--- src/rtl/sdram_arb_pkg.sv ---
// Shared widths, port-id type and the round-robin search used by the SDRAM arbiter.
package sdram_arb_pkg;

  localparam int ADDR_W          = 26;
  localparam int DATA_W          = 16;
  localparam int DEF_BURST_BEATS = 8;
  localparam int MAX_PORTS       = 8;
  localparam int PORT_ID_W       = 3;

  typedef logic [PORT_ID_W-1:0] port_id_t;

  typedef struct packed {
    logic     found;
    port_id_t id;
  } grant_t;

  // Walks downward so the last hit written is the first eligible port at or after start.
  function automatic grant_t rr_first(input logic [MAX_PORTS-1:0] elig,
                                      input port_id_t             start,
                                      input int unsigned          nports);
    grant_t g;
    int     idx;
    g = '0;
    for (int i = MAX_PORTS - 1; i >= 0; i--) begin
      if (i < int'(nports)) begin
        idx = (int'(start) + i) % int'(nports);
        if (elig[idx[2:0]]) begin
          g.found = 1'b1;
          g.id    = idx[2:0];
        end
      end
    end
    return g;
  endfunction

endpackage

--- src/rtl/sdram_arb_tag_fifo.sv ---
// Tag FIFO holding the owner of each read whose burst is still outstanding.
// Zero-latency head; push while full and pop while empty are ignored.
module sdram_arb_tag_fifo
  import sdram_arb_pkg::*;
#(
  parameter int DEPTH = 2
) (
  input  logic     clk,
  input  logic     rst_n,
  input  logic     push_i,
  input  port_id_t push_dat_i,
  input  logic     pop_i,
  output port_id_t head_o,
  output logic     full_o,
  output logic     empty_o
);

  localparam int AW = $clog2(DEPTH);

  port_id_t        mem_q [DEPTH];
  logic [AW-1:0]   wr_q, rd_q;
  logic [AW:0]     cnt_q;
  logic            do_push, do_pop;

  assign full_o  = (cnt_q == (AW+1)'(DEPTH));
  assign empty_o = (cnt_q == '0);
  assign head_o  = mem_q[rd_q];
  assign do_push = push_i & ~full_o;
  assign do_pop  = pop_i & ~empty_o;

  always_ff @(posedge clk or negedge rst_n) begin
    if (!rst_n) begin
      wr_q  <= '0;
      rd_q  <= '0;
      cnt_q <= '0;
      for (int i = 0; i < DEPTH; i++) mem_q[i] <= '0;
    end else begin
      if (do_push) begin
        mem_q[wr_q] <= push_dat_i;
        wr_q        <= wr_q + AW'(1);
      end
      if (do_pop) rd_q <= rd_q + AW'(1);
      cnt_q <= cnt_q + (AW+1)'(do_push) - (AW+1)'(do_pop);
    end
  end

endmodule

--- src/rtl/sdram_arbiter.sv ---
// Round-robin arbiter sharing one SDRAM command port; steers read bursts back to their owner.
// Define SDRAM_ARB_FIXED_PRIO_EN for fixed priority (port 0 highest) instead of round-robin.
module sdram_arbiter
  import sdram_arb_pkg::*;
#(
  parameter int NUM_PORTS   = 4,
  parameter int TAG_DEPTH   = 2,
  parameter int BURST_BEATS = DEF_BURST_BEATS
) (
  input  logic                        clk,
  input  logic                        reset,
  input  logic [NUM_PORTS-1:0]        req_read,
  input  logic [NUM_PORTS-1:0]        req_write,
  input  logic [NUM_PORTS*ADDR_W-1:0] req_addr,
  input  logic [NUM_PORTS*DATA_W-1:0] req_data_write,
  output logic [NUM_PORTS-1:0]        req_ready,
  output logic [DATA_W-1:0]           rsp_data,
  output logic [NUM_PORTS-1:0]        rsp_val,
  output logic                        mem_read,
  output logic                        mem_write,
  output logic [ADDR_W-1:0]           mem_addr,
  output logic [DATA_W-1:0]           mem_data_write,
  input  logic                        mem_cmd_ready,
  input  logic [DATA_W-1:0]           mem_data_read,
  input  logic                        mem_data_read_val,
  output logic                        tag_err
);

  localparam int BW = $clog2(BURST_BEATS);

  logic [MAX_PORTS-1:0] rd_w, wr_w, elig, ready_w, rsp_oh;
  logic [ADDR_W-1:0]    addr_a [MAX_PORTS];
  logic [DATA_W-1:0]    wdat_a [MAX_PORTS];
  grant_t               gnt;
  port_id_t             sel, tag_head;
  logic                 accept, tag_full, tag_empty, beat_vld, pop;
  logic [BW-1:0]        beat_q, beat_d;
  logic                 tag_err_q, tag_err_d;

  assign rd_w = MAX_PORTS'(req_read);
  assign wr_w = MAX_PORTS'(req_write);

  for (genvar p = 0; p < MAX_PORTS; p++) begin : g_port
    if (p < NUM_PORTS) begin : g_used
      assign addr_a[p] = req_addr[ADDR_W*p +: ADDR_W];
      assign wdat_a[p] = req_data_write[DATA_W*p +: DATA_W];
    end else begin : g_pad
      assign addr_a[p] = '0;
      assign wdat_a[p] = '0;
    end
  end

`ifdef SDRAM_ARB_FIXED_PRIO_EN
  port_id_t rr_q;
  assign rr_q = '0;
`else
  port_id_t rr_q, rr_d;

  always_comb begin
    rr_d = rr_q;
    if (accept) rr_d = (int'(gnt.id) == NUM_PORTS - 1) ? '0 : gnt.id + 3'd1;
  end

  always_ff @(posedge clk or negedge reset) begin
    if (!reset) rr_q <= '0;
    else        rr_q <= rr_d;
  end
`endif

  // A port asserting both read and write is a read, so it is also blocked when full.
  assign elig   = tag_full ? (wr_w & ~rd_w) : (rd_w | wr_w);
  assign gnt    = rr_first(elig, rr_q, NUM_PORTS);
  assign accept = reset & mem_cmd_ready & gnt.found;
  assign sel    = accept ? gnt.id : rr_q;

  assign mem_read       = accept & rd_w[gnt.id];
  assign mem_write      = accept & ~rd_w[gnt.id] & wr_w[gnt.id];
  assign mem_addr       = addr_a[sel];
  assign mem_data_write = wdat_a[sel];
  assign ready_w        = accept ? (MAX_PORTS'(1) << gnt.id) : '0;
  assign req_ready      = ready_w[NUM_PORTS-1:0];

  sdram_arb_tag_fifo #(.DEPTH(TAG_DEPTH)) u_tag_fifo (
    .clk        (clk),
    .rst_n      (reset),
    .push_i     (mem_read),
    .push_dat_i (gnt.id),
    .pop_i      (pop),
    .head_o     (tag_head),
    .full_o     (tag_full),
    .empty_o    (tag_empty)
  );

  assign beat_vld = mem_data_read_val & ~tag_empty;
  assign pop      = beat_vld & (beat_q == BW'(BURST_BEATS - 1));
  assign rsp_data = mem_data_read;
  assign rsp_oh   = (reset & beat_vld) ? (MAX_PORTS'(1) << tag_head) : '0;
  assign rsp_val  = rsp_oh[NUM_PORTS-1:0];
  assign tag_err  = tag_err_q;

  always_comb begin
    beat_d    = beat_q;
    tag_err_d = tag_err_q | (mem_data_read_val & tag_empty);
    if (beat_vld) beat_d = pop ? '0 : beat_q + BW'(1);
  end

  always_ff @(posedge clk or negedge reset) begin
    if (!reset) begin
      beat_q    <= '0;
      tag_err_q <= 1'b0;
    end else begin
      beat_q    <= beat_d;
      tag_err_q <= tag_err_d;
    end
  end

endmodule

--- config.mk ---
export PLATFORM = sky130hd
export DESIGN_NAME = sdram_arbiter
export DESIGN_NICKNAME = d
export VERILOG_FILES = /design/src/rtl/sdram_arb_pkg.sv /design/src/rtl/sdram_arb_tag_fifo.sv /design/src/rtl/sdram_arbiter.sv
export SDC_FILE = /design/constraint.sdc
export NUM_CORES = 1
export LEC_CHECK = 0
export CAP_MARGIN = 20
export CORE_AREA = 3 3 102 104
export CTS_BUF_LIST = sky130_fd_sc_hd__clkbuf_16
export CTS_CLUSTER_DIAMETER = 200
export DETAILED_ROUTE_END_ITERATION = 8
export DIE_AREA = 0 0 105 107
export PLACE_DENSITY = 0.73
export SYNTH_ARGS = -nofsm -noshare
export SYNTH_HDL_FRONTEND = slang
export SYNTH_SLANG_ARGS = --single-unit
--- constraint.sdc ---
create_clock -name clk -period 3.6 [get_ports clk]
set_input_delay 0.72 -clock clk [delete_from_list [all_inputs] [get_ports clk]]
set_output_delay 0.72 -clock clk [all_outputs]
set_load 0.005 [all_outputs]
==> Yosys cells after proc, flatten, opt, wreduce, memory -nomap -nowiden <==
Index checks and enable logic that the tools add are counted.
{ "totals": {"regBits": 17, "input_bits": 196, "out_inout_bits": 69, "word_cells": 94} }
{ "op_classes": {"n_addsub": 9, "magnitude_cmp": 9, "eq_ne": 3, "shifts": 2, "mux": 34, "bitwise": 24, "reduce_logical": 5} }
{ "ops": {"columns": ["cell", "n"], "rows": [
  ["$bmux W26 S3", 1],
  ["$mux W26", 2],
  ["$bmux W16 S3", 1],
  ["$mux W16", 2],
  ["$mux W4", 6],
  ["$mux W3", 7],
  ["$lt A3 B4 Y1 const B", 4],
  ["$bmux W1 S3", 5],
  ["$and A1 B1 Y1", 11],
  ["$and A4 B8 Y8", 1],
  ["$mux W8", 1],
  ["$not A4 Y8", 1],
  ["$shl A1 B3 Y4 const A", 2],
  ["$add A3 B1 Y3 const B", 2],
  ["$bwmux W6", 1],
  ["$eq A3 B3 Y1 const B", 2],
  ["$mux W1", 6],
  ["$reduce_or A2 Y1", 3],
  ["$add A2 B2 Y2 const B", 2],
  ["$ge A2 B2 Y1 const B", 2],
  ["$ge A4 B4 Y1 const B", 1],
  ["$lt A2 B4 Y1 const B", 1],
  ["$not A1 Y2", 2],
  ["$not A3 Y4", 1],
  ["14 further kinds", 19]
]} }

==> Longest topological paths before layout <==
Gate-level depths: netlist of run 1.
{ "logic_depth": {"word_depth": 15, "ltp_mapped": 10, "mapped_depth_nobuf": 9} }

==> By module <==
Synthesis of run 1 repeated with hierarchy kept, for this count alone.
{ "unflattened": {"cells_unflattened": 203, "area_unflattened_um2": 2449.8} }
{ "by_module_without_submodules": {"columns": ["module", "instances", "cells_per_inst", "area_per_inst_um2", "seq_area_each_um2"], "rows": [
  ["sdram_arbiter", 1, 170, 1966.9, 150.1],
  ["sdram_arb_tag_fifo", 1, 33, 483.0, 250.2]
]} }

==> Worst setup path after synthesis of run 1 <==
No wires, ideal clock.
{ "synth_timing": {"kind": "input to output", "start": "in req_write[0]", "end": "out mem_addr[0]", "t_arrival_ns": 2.356, "setup_slack_ns": 0.524, "cell_stages": 8, "path_cell_list": "or2_1 -> a32o_1 -> a221oi_4 -> mux2i_1 -> buf_2 -> buf_4 -> mux2i_1 -> mux2i_1"} }
{ "synth_lines": {"columns": ["element", "line_no", "text"], "rows": [
  ["from (decl)", "sdram_arbiter.sv:13", "input logic [NUM_PORTS-1:0] req_write,"],
  ["to (decl)", "sdram_arbiter.sv:21", "output logic [ADDR_W-1:0] mem_addr,"]
]} }

==> results of run 1 <==
==> power groups by stage <==
stage                     combinational, mW  sequential [mW]  clock (mW)
after floorplan                        1.48            0.277           0
after global placement                 2.72            0.316           0
after detailed placement               2.76            0.320           0
after CTS                              3.26            0.318       0.210
after global routing                   3.56            0.328       0.218
final                                  3.31            0.319       0.206
==> layer usage <==
layer  vias up  wire, um
met5         -         0
met4         0       195
met3        15       913
met2       139      6476
met1      1472      4324
li1       1504         -
==> kinds of logic after synthesis <==
group           Yosys count  synth area share
mux                     136            0.5442
simple gates             41           0.08799
buf+inv                  38           0.09342
compound gates           25           0.08255
flops                    14            0.1384
fa+ha+maj                 8           0.03955
xor+xnor                  4           0.01384
==> cell usage in the layout, fill, tap and decap left out, types with 3 or more instances in the layout <==
cell             instances
clkdlybuf4s50_1        175
inv_1                    5
clkbuf_2                14
clkbuf_16                5
nand2_1                  8
dfrtp_1                 14
buf_2                   25
ha_1                     8
and2_1                   5
clkdlybuf4s15_1          6
mux2i_1                123
buf_16                   7
buf_4                   33
nor2_1                   4
nor3_1                   3
or2_1                    3
buf_12                   7
mux2i_2                  4
o21ai_0                  5
nor2b_1                  3
dlygate4sd2_1           11
mux2i_4                  6
o211ai_1                 3
buf_6                   13
xnor2_1                  3
nand2_2                  3
nand3b_1                 4
==> final timing paths <==
kind	start	endpoint	cells after the start
worst max-delay path	req_read[2]	mem_data_write[7]	12
worst min-delay path	tag_err	tag_err	1
worst max register to register	u_tag_fifo.cnt_q[0]	u_tag_fifo.cnt_q[1]	12
worst min register to register	tag_err	tag_err	1
max in group asynchronous	reset	beat_q[2]	2
min in group asynchronous	reset	tag_err	2
==> layout make-up <==
cell class / count / area, sq um
Clock buffer: 3 / 75.07
Clock inverter: 1 / 3.754
Fill cell: 900 / 4054
Inverter: 6 / 22.52
Multi-Input combinational cell: 214 / 2059
Sequential cell: 14 / 350.3
Tap cell: 133 / 166.4
Timing Repair Buffer: 295 / 2908
==> flip-flops by register name, summed over array words and instances, names as in the netlist <==
signal	count
beat_q	3
u_tag_fifo.mem_q	4
tag_err	1
rr_q	2
u_tag_fifo.wr_q	1
u_tag_fifo.cnt_q	2
u_tag_fifo.rd_q	1
==> through the flow <==
stage	hold slack (ps)	setup WS [ps]	total power [mW]
floorplan	424.4	523.7	1.754
global placement	445.4	-470.0	3.038
detailed placement	446.1	-501.7	3.083
CTS	455.9	8.770	3.791
global route	490.0	15.70	4.106
finish	454.4	78.10	3.840
==> what timing repair did <==
item | 4_1_cts | 5_1_grt
setup buffers | 28 | 0
setup endpoints to repair | 48 | 33
cloned | 7 | 2
gates resized for setup | 184 | 28
pin swaps | 10 | 5
==> flow_summary.ini, run 1 <==
[sta]
tightest_slew_ps = 426.7
slew_headroom = 0.7125
fin_tns_setup_ps = 0
period_minus_slack_ps = 3522
slew_viol_final = 0
hold_violations = 0
setup_violations = 0
period_share = 0.9783
rsz0062_at_grt = false
fin_skew_ps = 0.7094
fmax_ghz = 0.2839

[drt]
wl_per_cell_um = 17.88
vias = 3130
drtIter0Drc = 70
antenna_left = 0
first_pass_iters = 4
wl_um = 11910
drc = 0
vias_per_cell = 4.700

[finish]
nets = 738
drive_above_1_share = 0.2402
diodes = 0
syn_to_final_growth_pct = 120.7
final_util = 0.5794
finalInstanceArea_sq_mm = 0.005585
fin_cells = 666

[placement]
portBuffers = 232
gp_congestion = 0.8501
numPlacedInstances = 628
hpwlAfterDp_um = 9331
place_area_sq_mm = 0.005124

[pwr]
p_leak_nw = 2.634
netSwitchingFraction = 0.3884
net-switching-power_mw = 1.491
clockPowerShare = 0.054
p_per_area_mw_per_mm2 = 687.5
irDropWorstVdd_mv = 0.3186
power_frac_comb = 0.863
cellInternalPower_mw = 2.349
seq_power_share = 0.083

[die]
design.die.area_sq_mm = 0.01124
ios = 265
rows = 36
die_width_um = 105
die_y_um = 107
coreArea_sq_mm = 0.009639
initial_core_util = 0.2626

[critical_path]
cp_common_cell = buf_4
worst_setup_path_end_kind = output port
slowest_delay_ps = 280
cp_top_family = buffers and inverters
cp_slowest_cell = or2_1
worst_ep_arrival_time_ps = 2800
critical_path_buf_inv_count = 6
crit_chain = dlygate4sd2_1, or2_1, buf_4, nor2b_1, a32o_2, nor2_4, mux2i_4, buf_4, buf_12, buf_8, mux2i_1, clkdlybuf4s15_1
path_class = input port to output port
cp_max_fo = 8
reg2reg_slack_ps = 860
cp.required_ps = 2880
cp-start-kind = input port

[yosys]
yosysTopAreaCell = mux2i_1
synth-seq-cells = 14
synth_top_area_share = 0.5220
synth_flop_cell = dfrtp_1
ys_seq_area_frac = 0.1384
syn_nets = 470
synthTopCellsByCount = mux2i_1, buf_4, dfrtp_1
async_flop_share = 1.000
avgSynthCellArea_sq_um = 9.516
synth-edff-count = 0
synth_most_common_cell = mux2i_1
synth.distinct_cells = 39
synthTopCellsByArea = mux2i_1, dfrtp_1, buf_4, ha_1, buf_2
ys_warn_count = 0
syn_area_sq_mm = 0.002531
netlist_instances = 266

[worst_hold_path]
min-delay-path-class = flip-flop to flip-flop

[clock_network]
cts_made_buffers = 3
clk_pin_slew_worst_paths_ps = 40
clock-sinks = 14
cts_hold_buf = 0
clk_latency_ps = 240
cts_max_path_buffers = 2
cts_root_buffer = clkbuf_16
cts_max_level = 1
cts_tree = built

[flow_run]
max_cap_violations = 0

[global_route]
grt_max_degree = 17
first_global_vias = 3401
grt_pass1_wl_um = 17440
antenna_found_initial = 0
grt_usage = 0.1955
gr-usage-met2 = 0.3808
use_met3 = 0.06201
grt_overflow = 0
grt_util_met1 = 0.2050
grt.busiest_layer = met2

[status]
outcome = finished clean
Note: power is estimated with default switching activity, not from simulation.
==> run 2: changes to the inputs <==
--- a/config.mk
+++ b/config.mk
@@ -12,6 +12,7 @@
 export DETAILED_ROUTE_END_ITERATION = 8
 export DIE_AREA = 0 0 105 107
 export PLACE_DENSITY = 0.73
+export SLEW_MARGIN = 10
 export SYNTH_ARGS = -nofsm -noshare
 export SYNTH_HDL_FRONTEND = slang
 export SYNTH_SLANG_ARGS = --single-unit
==> results of run 2 <==
No change in the layout: final DEF, timing and power equal those of run 1.
